===== src/rtl/gw_video_pkg.sv =====
// Shared video-path definitions: line-fetch FSM states and image line geometry.
package gw_video_pkg;

    typedef enum logic [1:0] {
        ST_IDLE  = 2'd0,
        ST_REQ   = 2'd1,
        ST_BURST = 2'd2,
        ST_FLUSH = 2'd3
    } fetch_state_t;

    localparam int BYTES_PER_PIXEL         = 3;
    localparam int DEFAULT_PIXELS_PER_LINE = 720;
    localparam int WORDS_PER_LINE          = DEFAULT_PIXELS_PER_LINE * BYTES_PER_PIXEL;

    // One SDRAM word carries one byte of every plane, so a line needs one word per byte of a pixel.
    function automatic int line_words(input int pixels);
        return pixels * BYTES_PER_PIXEL;
    endfunction

endpackage


===== src/rtl/bit_sync.sv =====
// Two-flop synchronizer for a single slow control bit (hblank, vblank) crossing into the local clock.
module bit_sync (
    input  logic clk,
    input  logic srst,
    input  logic d_i,
    output logic q_o
);

    logic meta_q;
    logic sync_q;

    // Shift the asynchronous bit through two flops before anyone looks at it.
    always_ff @(posedge clk) begin
        if (srst) begin
            meta_q <= 1'b0;
            sync_q <= 1'b0;
        end else begin
            meta_q <= d_i;
            sync_q <= meta_q;
        end
    end

    assign q_o = sync_q;

endmodule


===== src/rtl/sdram_line_fetcher.sv =====
// Fetches the next image line from SDRAM during hblank and packs byte-interleaved
// background/mask words into 24-bit pixels for the two image FIFOs.
module sdram_line_fetcher
    import gw_video_pkg::*;
#(
    parameter int PIXELS_PER_LINE = DEFAULT_PIXELS_PER_LINE,
    parameter int LINES           = 720,
    parameter int ADDR_WIDTH      = 25
) (
    input  logic                  clk_sys_131_072,
    input  logic                  reset,
    input  logic                  hblank,
    input  logic [9:0]            video_y,
    input  logic                  sd_data_available,
    input  logic [15:0]           sd_q,
    input  logic                  fifo_wrfull,
    output logic                  sd_rd,
    output logic                  sd_end_burst,
    output logic [ADDR_WIDTH-1:0] sd_addr,
    output logic                  fifo_wr,
    output logic [23:0]           background_data,
    output logic [23:0]           mask_data,
    output logic                  overflow
);

    localparam int          WPL    = line_words(PIXELS_PER_LINE);
    localparam logic [15:0] WPL_W  = 16'(WPL);
    // The controller delivers a couple of words after a terminate, so ask two words early.
    localparam logic [15:0] END_AT = 16'(WPL - 2);

    // Word address of the first word of the line after y, wrapping at the last line.
    function automatic logic [ADDR_WIDTH-1:0] line_base(input logic [9:0] y);
        logic [9:0] ny;
        ny = (32'(y) >= 32'(LINES - 1)) ? 10'd0 : y + 10'd1;
        return ADDR_WIDTH'(ny) * ADDR_WIDTH'(WPL);
    endfunction

    fetch_state_t          state_q, state_d;
    logic [15:0]           count_q, count_d;
    logic [1:0]            phase_q, phase_d;
    logic [ADDR_WIDTH-1:0] base_q, base_d;
    logic [23:0]           bg_q, bg_d;
    logic [23:0]           mk_q, mk_d;
    logic                  fifo_wr_q, fifo_wr_d;
    logic                  end_burst_q, end_burst_d;
    logic                  avail_prev_q;
    logic                  hblank_prev_q;
    logic                  overflow_q;
    logic                  hblank_sync;
    logic                  hblank_edge;

    bit_sync u_hblank_sync (
        .clk  (clk_sys_131_072),
        .srst (reset),
        .d_i  (hblank),
        .q_o  (hblank_sync)
    );

    assign hblank_edge = hblank_sync & ~hblank_prev_q;

    // Fetch sequencing, word counting and pixel packing; a hblank edge always takes priority over data.
    always_comb begin
        state_d     = state_q;
        count_d     = count_q;
        phase_d     = phase_q;
        base_d      = base_q;
        bg_d        = bg_q;
        mk_d        = mk_q;
        fifo_wr_d   = 1'b0;
        end_burst_d = 1'b0;
        case (state_q)
            ST_IDLE: begin
                if (hblank_edge) begin
                    count_d = 16'd0;
                    phase_d = 2'd0;
                    base_d  = line_base(video_y);
                    state_d = ST_REQ;
                end
            end
            ST_REQ, ST_BURST: begin
                if (hblank_edge) begin
                    // Abandon the running line; the new one is latched once the bus drains.
                    end_burst_d = 1'b1;
                    phase_d     = 2'd0;
                    state_d     = ST_FLUSH;
                end else if (state_q == ST_REQ) begin
                    state_d = ST_BURST;
                end else if (sd_data_available) begin
                    if (count_q < WPL_W) begin
                        count_d     = count_q + 16'd1;
                        end_burst_d = (count_q == END_AT);
                        bg_d        = {sd_q[7:0], bg_q[23:8]};
                        mk_d        = {sd_q[15:8], mk_q[23:8]};
                        phase_d     = (phase_q == 2'd2) ? 2'd0 : phase_q + 2'd1;
                        fifo_wr_d   = (phase_q == 2'd2);
                    end
                end else if (avail_prev_q) begin
                    // Burst ended: resume where it stopped if the line is still short.
                    state_d = (count_q < WPL_W) ? ST_REQ : ST_IDLE;
                end
            end
            ST_FLUSH: begin
                if (hblank_edge) begin
                    end_burst_d = 1'b1;
                    phase_d     = 2'd0;
                end else if (!sd_data_available) begin
                    count_d = 16'd0;
                    phase_d = 2'd0;
                    base_d  = line_base(video_y);
                    state_d = ST_REQ;
                end
            end
            default: state_d = ST_IDLE;
        endcase
    end

    // State and output registers; overflow is sticky until reset.
    always_ff @(posedge clk_sys_131_072) begin
        if (reset) begin
            state_q       <= ST_IDLE;
            count_q       <= 16'd0;
            phase_q       <= 2'd0;
            base_q        <= '0;
            bg_q          <= 24'd0;
            mk_q          <= 24'd0;
            fifo_wr_q     <= 1'b0;
            end_burst_q   <= 1'b0;
            avail_prev_q  <= 1'b0;
            hblank_prev_q <= 1'b0;
            overflow_q    <= 1'b0;
        end else begin
            state_q       <= state_d;
            count_q       <= count_d;
            phase_q       <= phase_d;
            base_q        <= base_d;
            bg_q          <= bg_d;
            mk_q          <= mk_d;
            fifo_wr_q     <= fifo_wr_d;
            end_burst_q   <= end_burst_d;
            avail_prev_q  <= sd_data_available;
            hblank_prev_q <= hblank_sync;
            overflow_q    <= overflow_q | (fifo_wr_q & fifo_wrfull);
        end
    end

    assign sd_rd           = (state_q == ST_REQ);
    assign sd_addr         = base_q + ADDR_WIDTH'(count_q);
    assign sd_end_burst    = end_burst_q;
    assign fifo_wr         = fifo_wr_q;
    assign background_data = bg_q;
    assign mask_data       = mk_q;
    assign overflow        = overflow_q;

endmodule


===== config.mk =====
export PLATFORM = sky130hd
export DESIGN_NAME = sdram_line_fetcher
export DESIGN_NICKNAME = d
export VERILOG_FILES = /design/src/rtl/gw_video_pkg.sv /design/src/rtl/bit_sync.sv /design/src/rtl/sdram_line_fetcher.sv
export SDC_FILE = /design/constraint.sdc
export NUM_CORES = 1
export LEC_CHECK = 0
export CAP_MARGIN = 20
export CELL_PAD_IN_SITES_DETAIL_PLACEMENT = 1
export CELL_PAD_IN_SITES_GLOBAL_PLACEMENT = 1
export CORE_ASPECT_RATIO = 1.4
export CORE_MARGIN = 5
export CORE_UTILIZATION = 42
export CTS_CLUSTER_DIAMETER = 60
export CTS_CLUSTER_SIZE = 24
export DETAILED_ROUTE_END_ITERATION = 12
export MAX_ROUTING_LAYER = met4
export PLACE_DENSITY_LB_ADDON = 0.1
export SLEW_MARGIN = 40
export SYNTH_ARGS = -nofsm -noshare
export SYNTH_HDL_FRONTEND = slang
export SYNTH_SLANG_ARGS = --single-unit

===== constraint.sdc =====
create_clock -name clk_sys_131_072 -period 16.8 [get_ports clk_sys_131_072]
set_clock_uncertainty 0.15 [all_clocks]
set_input_delay 3.36 -clock clk_sys_131_072 [delete_from_list [all_inputs] [get_ports clk_sys_131_072]]
set_output_delay 3.36 -clock clk_sys_131_072 [all_outputs]
set_load 0.03 [all_outputs]

Word level (Yosys, flattened, before mapping)
Cells that the tools add are included.
- add/subtract/negate cells: 4
- multiply operators: 1
- divide/modulo/power cells: 0
- order comparisons: 2
- equality and inequality tests: 18
- shifts and indexed selects: 0
- multiplexer cells: 37
- bitwise operators: 9
- reduce and logical (&&, ||, !) cells: 9
- operator list (cell ; number):
    16-bit two-way mux ; 7
    25-bit two-way mux ; 3
    25-bit one-hot mux with 2 select lines ; 1
    16-bit one-hot mux with 3 select lines ; 1
    2-bit two-way mux ; 15
    25-bit by 16-bit adder with 25-bit output ; 1
    10-bit by 8-bit multiplier with 18-bit output, second input constant ; 1
    16-bit by 1-bit adder with 16-bit output, second input constant ; 1
    16-bit by 12-bit == test with 1-bit output, second input constant ; 1
    16-bit by 12-bit less-than comparator with 1-bit output, second input constant ; 1
    5-bit AND reduction ; 3
    2-bit inequality test, second input constant ; 7
    3-bit inequality test, second input constant ; 4
    2-bit one-hot mux with 3 select lines ; 2
    10-bit by 1-bit adder with 10-bit output, second input constant ; 1
    10-bit greater-or-equal comparator, second input constant ; 1
    10-bit two-way mux ; 1
    4-bit inequality test, second input constant ; 2
    7-bit AND reduction ; 1
    2-bit == test, second input constant ; 3
    1-bit two-way mux ; 6
    1-bit NOT ; 6
    6-bit OR reduction ; 1
    4-bit AND reduction ; 1
    other kinds (8) ; 9
- register bits after elaboration: 100
- bits in latches: 0
- RAM bits: 0
- ROM bits: 0
- input port bits: 31
- output and inout port bits: 77
- memories: 0

Depth between registers and ports, before layout
Gate-level depths: netlist of the first run.
- depth after elaboration: 7
- gate-level depth with buffers: 20
- depth with buffers taken out: 19

Cells and area by module
Synthesis of the first run repeated with hierarchy kept, for this count alone.
- cell total of the unflattened synthesis: 745
- area, all modules: 5993.2 µm²
- modules (own cells, without submodules) (module ; instances ; cells an instance ; area an instance (µm²) ; sequential area each (µm²)):
    sdram_line_fetcher ; 1 ; 741 ; 5940.7 ; 1821.7
    bit_sync ; 1 ; 4 ; 52.6 ; 40.0

Worst setup path after synthesis of the first run
Ideal clock, no wire load.
- kind: input port to flip-flop
- start point: input video_y[0]
- end point: register base_q[20]
- setup time: 79 ps
- arrival time: 7742 ps
- required time: 16571 ps
- path slack: 8829 ps
- stages: 18
- path buffers: 1
- cells stage by stage: ha_1 > a311oi_1 > o21ai_0 > and2_1 > clkbuf_1 > nor2_1 > ha_1 > fa_1 > inv_1 > fa_1 > inv_1 > ha_1 > a2111oi_0 > o21ai_0 > a41oi_1 > o21ai_0 > a2111o_1 > o211ai_1
- longest elaborated chain between the ends: 6
- elaborated cells on any way between the ends: 8
- classes of those cells: 1 x add/sub; 1 x mul; 1 x order compare; 5 x mux
- RTL lines (item ; RTL line ; text):
    start, declared ; sdram_line_fetcher.sv:13 ; input logic [9:0] video_y,
    10-bit by 1-bit adder with 10-bit output / 10-bit greater-or-equal comparator (equally long branches) ; sdram_line_fetcher.sv:34 ; ny = (32'(y) >= 32'(LINES - 1)) ? 10'd0 : y + 10'd1;
    10-bit two-way mux * ; sdram_line_fetcher.sv:34 ;
    10-bit by 8-bit multiplier with 18-bit output * ; sdram_line_fetcher.sv:35 ; return ADDR_WIDTH'(ny) * ADDR_WIDTH'(WPL);
    25-bit two-way mux ; sdram_line_fetcher.sv:106 ; end else if (!sd_data_available) begin
    25-bit two-way mux ; sdram_line_fetcher.sv:103 ; if (hblank_edge) begin
    25-bit one-hot mux with 2 select lines * ; sdram_line_fetcher.sv:71 ; case (state_q)
    end signal, assigned ; sdram_line_fetcher.sv:135 ; base_q <= base_d;
    end, declared ; sdram_line_fetcher.sv:41 ; logic [ADDR_WIDTH-1:0] base_q, base_d;
Every way passes the cells marked *; elsewhere a longest branch is shown, timed or not. The select of a mux whose other input is x is not followed.
A chain may end at the register's enable or synchronous reset.

Worst setup path in the final report of the first run
Same ends and word-level chain as after synthesis.

==> results of run 1 <==
cells by family after synthesis:
group | after synthesis | share of synthesized area
AOI/OAI and AO/OA | 167 | 0.1890
xor gates and xnor gates | 26 | 0.04024
adders and majority gates | 69 | 0.1698
buffers and inverters | 81 | 0.05859
DFF | 93 | 0.3290
muxes | 3 | 0.005306
other | 1 | 0.0006626
and+or+nand+nor | 258 | 0.2074
synth_stat cells, drive strengths merged, types with 5 or more instances:
master,n
a211o,5
a211oi,11
a21o,6
a21oi,75
a31oi,8
buf,12
clkbuf,20
dfxtp,93
fa,13
ha,56
inv,49
nand2,132
nand3,13
nor2,45
nor2b,10
nor3,15
nor3b,9
nor4,6
o211ai,7
o21a,9
o21ai,20
xnor2,17
xor2,9
per-layer routing:
metal  GRT usage  vias to the layer above  part of all wire
met5           -                        -                 0
met4     0.06064                        0             0.016
met3     0.04132                       24             0.038
met2      0.3948                       97              0.54
met1      0.2324                     2530              0.41
li1            -                     2572                 -
worst max-delay path: cells and delay by family:
family	cells	cell delay [ns]
simple gates	2	0.55
fa+ha+maj	5	2.02
buf+inv	3	0.54
compound gates	8	2.28
power by group through the flow:
stage	Sequential [W]	Clock [W]	Combinational, W
2_1_floorplan	0.000252	0	0.000171
3_3_place_gp	0.000249	0	0.000241
3_5_place_dp	0.000250	0	0.000253
4_1_cts	0.000245	0.000210	0.000258
5_1_grt	0.000247	0.000220	0.000285
6_report	0.000245	0.000205	0.000255
how the worst max path moves through the flow:
stage	startpoint	end	slack, ns	cells after the start
2_1_floorplan	video_y[0]	base_q[20]$_SDFFE_PP0P_	8.83	18
3_3_place_gp	video_y[0]	base_q[20]$_SDFFE_PP0P_	8.08	18
3_5_place_dp	video_y[0]	base_q[20]$_SDFFE_PP0P_	7.88	18
4_1_cts	video_y[0]	base_q[20]$_SDFFE_PP0P_	8.22	18
5_1_grt	video_y[0]	base_q[20]$_SDFFE_PP0P_	7.80	18
6_report	video_y[0]	base_q[20]$_SDFFE_PP0P_	8.16	18
per-stage QoR:
step,total power [W],utilization,std cells,setup WS (ns),hold slack [ns]
2_1_floorplan,0.0004234,-,699,8.829,0.2638
3_3_place_gp,0.0004903,0.5119,957,8.078,0.2725
3_5_place_dp,0.0005030,0.5136,957,7.883,0.2880
4_1_cts,0.0007133,0.5358,972,8.221,0.3084
5_1_grt,0.0007525,0.5358,972,7.797,0.3169
6_report,0.0007055,0.5358,972,8.159,0.2956
flip-flops by register name, summed over array words and instances (netlist names):
register and flops:
overflow 1, state_q 2, u_hblank_sync.meta_q 1, avail_prev_q 1
phase_q 2, base_q 18, u_hblank_sync.q_o 1, mask_data 24
background_data 24, sd_end_burst 1, fifo_wr 1, hblank_prev_q 1
count_q 16
layout make-up:
class,count,area [um^2]
Fill cell,1592,6186
Tap cell,182,227.7
Timing Repair Buffer,108,1072
Clock inverter,6,70.07
Sequential cell,93,1862
Clock buffer,9,225.2
Multi-Input combinational cell,525,3498
Inverter,49,183.9
==> flow_metrics.env, run 1 <==
export IMPL_max_slew_margin=0.4789
export IMPL_crit_fanout=8
export IMPL_period_share=0.5144
export IMPL_ys_types=55
export IMPL_yosys_warnings=0
export IMPL_critPathArrivalTime_ns=8.76
export IMPL_vias=5223
export IMPL_dpl_hpwl_um=12310
export IMPL_ant_nets=0
export IMPL_clk_path_buf_depth=2
export IMPL_layout_drive_gt1_share=0.04051
export IMPL_syn_area_per_cell_um2=8.108
export IMPL_wl_per_cell_um=16.41
export IMPL_grt_pass1_wl_um=27240
export IMPL_leakage_nw=2.841
export IMPL_max_stage_delay_ns=0.54
export IMPL_finalMaxSlewViolations=0
export IMPL_clk_latency_ns=0.34
export IMPL_row_count=50
export IMPL_die_x_um=108.1
export IMPL_nets=886
export IMPL_cts_root_buf="clkbuf_16"
export IMPL_drc=0
export IMPL_synth_seq_cells=93
export IMPL_timing_final_crit_period_ns=8.641
export IMPL_hold_start="u_hblank_sync.meta_q$_SDFF_PP0_"
export IMPL_synthArstFlopShare=0
export IMPL_seq_power_share=0.347
export IMPL_start_kind="primary input"
export IMPL_synthTopCellsByArea="dfxtp_1 (33%), ha_1 (12%), nand2_1 (8.8%)"
export IMPL_antenna_cells=0
export IMPL_syn_area_mm2=0.005659
export IMPL_synthCells=698
export IMPL_die_y_um=147.3
export IMPL_internal_power_w=0.0004491
export IMPL_io_buffers=105
export IMPL_p_sw_w=0.0002565
export IMPL_mostFrequentLayoutCell="nand2_1"
export IMPL_cts_resized=0
export IMPL_htreeDepth=3
export IMPL_synth_ff_type="dfxtp_1"
export IMPL_dr_pass1_iters=4
export IMPL_cp_required_ns=16.92
export IMPL_reg2reg_to="count_q[7]$_SDFFE_PP0P_"
export IMPL_grt_ovfl_total=0
export IMPL_cellPowerDensity_mw_per_mm2=98.83
export IMPL_slowest_stage="fa_1"
export IMPL_syn2layout_area_growth_pct=26.16
export IMPL_rrSetupSlack_ns=14.06
export IMPL_maxCapViolations=0
export IMPL_io_pins=108
export IMPL_whs_path_depth=1
export IMPL_antenna_found_initial=0
export IMPL_synth_edf_count=0
export IMPL_gp_congestion=0.8376
export IMPL_drt_iter0_drc=156
export IMPL_path_cells="clkdlybuf4s50_1 -> ha_1 -> a311oi_1 -> o21ai_0 -> and2_1 -> nor2_1 -> ha_1 -> fa_1 -> inv_1 -> fa_1 -> inv_1 -> ha_1 -> a2111oi_0 -> o21ai_0 -> a41oi_1 -> o21ai_0 -> a2111o_1 -> o211ai_1"
export IMPL_hold_violations=0
export IMPL_cts_setup_buffers=0
export IMPL_die_area_mm2=0.01593
export IMPL_core_mm2=0.01333
export IMPL_min_path_type="flip-flop to flip-flop"
export IMPL_ctsHoldBuffers=0
export IMPL_synth_area_leader_cell="dfxtp_1"
export IMPL_design_area_mm2=0.007139
export IMPL_grt_max_degree=92
export IMPL_setup_viol=0
export IMPL_tns_ns=0
export IMPL_final_cell_mix="nand2_1 (132), clkdlybuf4s50_1 (104), dfxtp_1 (93)"
export IMPL_worstReg2RegStart="count_q[12]$_SDFFE_PP0P_"
export IMPL_track_usage=0.2151
export IMPL_yosysSeqAreaShare=0.3290
export IMPL_tightest_slew_ns=0.7753
export IMPL_clock_sinks=93
export IMPL_ir_drop_uv=44.16
export IMPL_end_kind="flip-flop"
export IMPL_path_class="primary input to flip-flop"
export IMPL_cts_tree="yes"
export IMPL_cts_made_buffers=9
export IMPL_ff2ff_path_depth=6
export IMPL_swShare=0.3635
export IMPL_rsz0062_at_grt="no"
export IMPL_grt_pass1_vias=5704
export IMPL_clkPwrFrac=0.290
export IMPL_yosysTopAreaCellShare=0.3290
export IMPL_drt_vias_per_instance=5.373
export IMPL_power_frac_comb=0.362
export IMPL_path_clk_slew_ns=0.07
export IMPL_status="complete, no violations"
export IMPL_finalWirelength_um=15950
export IMPL_placed_area_mm2=0.006844
export IMPL_initial_core_util=0.4247
export IMPL_whs_endpoint="u_hblank_sync.q_o$_SDFF_PP0_"
export IMPL_fmax_mhz=115.7
Note: power is estimated with default switching activity, not from simulation.
==> run 2: changes to the inputs <==
--- a/config.mk
+++ b/config.mk
@@ -10,7 +10,7 @@
 export CELL_PAD_IN_SITES_GLOBAL_PLACEMENT = 1
 export CORE_ASPECT_RATIO = 1.4
 export CORE_MARGIN = 5
-export CORE_UTILIZATION = 42
+export CORE_UTILIZATION = 39
 export CTS_CLUSTER_DIAMETER = 60
 export CTS_CLUSTER_SIZE = 24
 export DETAILED_ROUTE_END_ITERATION = 12
==> constraint.sdc (replaced) <==
create_clock -name clk_sys_131_072 -period 8 [get_ports clk_sys_131_072]
set_clock_uncertainty 0.15 [all_clocks]
set_input_delay 1.6 -clock clk_sys_131_072 [delete_from_list [all_inputs] [get_ports clk_sys_131_072]]
set_output_delay 1.6 -clock clk_sys_131_072 [all_outputs]
set_load 0.03 [all_outputs]
==> flow_metrics.env, run 2 (synthesis gave the netlist of run 1 again) <==
export IMPL_initial_core_util=0.3936
export IMPL_cellPowerDensity_mw_per_mm2=206.4
export IMPL_layout_drive_gt1_share=0.04051
export IMPL_dr_pass1_iters=4
export IMPL_hold_violations=0
export IMPL_grt_max_degree=92
export IMPL_wl_per_cell_um=15.89
export IMPL_period_share=0.8457
export IMPL_start_kind="primary input"
export IMPL_io_pins=108
export IMPL_antenna_cells=0
export IMPL_ctsHoldBuffers=0
export IMPL_path_class="primary input to flip-flop"
export IMPL_finalWirelength_um=15560
export IMPL_min_path_type="flip-flop to flip-flop"
export IMPL_seq_area_mm2=0.001862
export IMPL_drc=0
export IMPL_crit_fanout=8
export IMPL_path_cells="clkdlybuf4s50_1 -> ha_1 -> a311oi_1 -> o21ai_0 -> and2_1 -> nor2_1 -> ha_1 -> fa_1 -> inv_1 -> fa_1 -> inv_1 -> ha_1 -> a2111oi_0 -> o21ai_0 -> a41oi_1 -> o21ai_0 -> a2111o_1 -> o211ai_1"
export IMPL_final_cell_mix="nand2_1 (132), clkdlybuf4s50_1 (104), dfxtp_1 (93)"
export IMPL_clk_path_buf_depth=2
export IMPL_timing_final_crit_period_ns=6.766
export IMPL_cts_resized=0
export IMPL_cts_setup_buffers=0
export IMPL_status="complete, no violations"
export IMPL_ant_nets=0
export IMPL_post_place_ws_ns=0.8451
export IMPL_tns_ns=0
export IMPL_setup_viol=0
export IMPL_leakage_nw=2.849
export IMPL_max_stage_delay_ns=0.53
export IMPL_die_area_mm2=0.01705
export IMPL_nets=886
export IMPL_cts_root_buf="clkbuf_16"
export IMPL_clk_latency_ns=0.34
export IMPL_fmax_mhz=147.8
export IMPL_clock_sinks=93
export IMPL_row_count=52
export IMPL_cp_required_ns=8.12
export IMPL_slowest_stage="fa_1"
export IMPL_syn2layout_area_growth_pct=26.35
export IMPL_drt_vias_per_instance=5.332
export IMPL_core_mm2=0.01438
export IMPL_multiInputGateArea_mm2=0.003498
export IMPL_nFillCells=1762
export IMPL_mostFrequentLayoutCell="nand2_1"
export IMPL_critPathArrivalTime_ns=6.88
export IMPL_grt_pass1_wl_um=26650
export IMPL_grt_ovfl_total=0
export IMPL_htreeDepth=3
export IMPL_antenna_found_initial=0
export IMPL_path_clk_slew_ns=0.07
export IMPL_ir_drop_uv=105.2
export IMPL_end_kind="flip-flop"
export IMPL_tightest_slew_ns=0.7265
export IMPL_track_usage=0.1895
export IMPL_gp_congestion=0.8545
export IMPL_drt_iter0_drc=165
export IMPL_cts_made_buffers=9
export IMPL_worst_slack_ns=1.234
export IMPL_die_x_um=111.8
export IMPL_rsz0062_at_grt="no"
export IMPL_io_buffers=105
export IMPL_die_y_um=152.5
export IMPL_vias=5220
export IMPL_cts_tree="yes"
export IMPL_dpl_hpwl_um=12270
export IMPL_max_slew_margin=0.5116
export IMPL_grt_pass1_vias=5632
export IMPL_maxCapViolations=0
export IMPL_finalMaxSlewViolations=0
## run 2: changes by cell type in the layout (fill, tap and decap cells not counted)
cell and delta:
clkinv_4 +2, clkinvlp_4 -2
## run 2: through the flow
step           utilization  std cells  area (um^2)  power [W]  hold WS, ns
2_1_floorplan            -        699         5663  0.0008891       0.2638
3_3_place_gp        0.4750        964         6830   0.001032       0.2750
3_5_place_dp        0.4766        964         6853   0.001057       0.2937
4_1_cts             0.4973        979         7151   0.001498       0.3035
5_1_grt             0.4973        979         7151   0.001580       0.3131
6_report            0.4973        979         7151   0.001476       0.3011
## run 2: layout make-up
cell class | instances | area share
Timing Repair Buffer | 108 | 0.1500
Tap cell | 189 | 0.03307
Clock buffer | 9 | 0.03150
Clock inverter | 6 | 0.01015
Sequential cell | 93 | 0.2604
Multi-Input combinational cell | 525 | 0.4892
Inverter | 49 | 0.02572
## run 2: worst paths after layout
path,from,end,slack (ns),depth (start not counted)
worst max-delay path,video_y[0],base_q[20]$_SDFFE_PP0P_,1.23,18
worst min-delay path,u_hblank_sync.meta_q$_SDFF_PP0_,u_hblank_sync.q_o$_SDFF_PP0_,0.30,1
worst max register to register,count_q[13]$_SDFFE_PP0P_,count_q[8]$_SDFFE_PP0P_,5.36,6
worst min register to register,u_hblank_sync.meta_q$_SDFF_PP0_,u_hblank_sync.q_o$_SDFF_PP0_,0.30,1
## run 2: worst max-delay path, delay by kind of cell
| kind | cells | cell delay [ns] |
|---|---|---|
| AO/OA/AOI/OAI | 8 | 2.15 |
| adder cells (fa/ha/maj) | 5 | 2.00 |
| buffers and inverters | 3 | 0.55 |
| AND/OR/NAND/NOR | 2 | 0.56 |
## run 2: metal layers
layer	vias up	routed length, um	GRT usage
met5	-	0	-
met3	17	579	0.04052
li1	2579	-	-
met1	2538	6351	0.2060
met2	86	8437	0.3502
met4	0	190	0.04232
## run 2: where the power goes
group          total [W]  switching [W]  internal, W
Sequential      0.000514      0.0000231     0.000491
Clock           0.000434       0.000190     0.000244
Combinational   0.000528       0.000321     0.000208
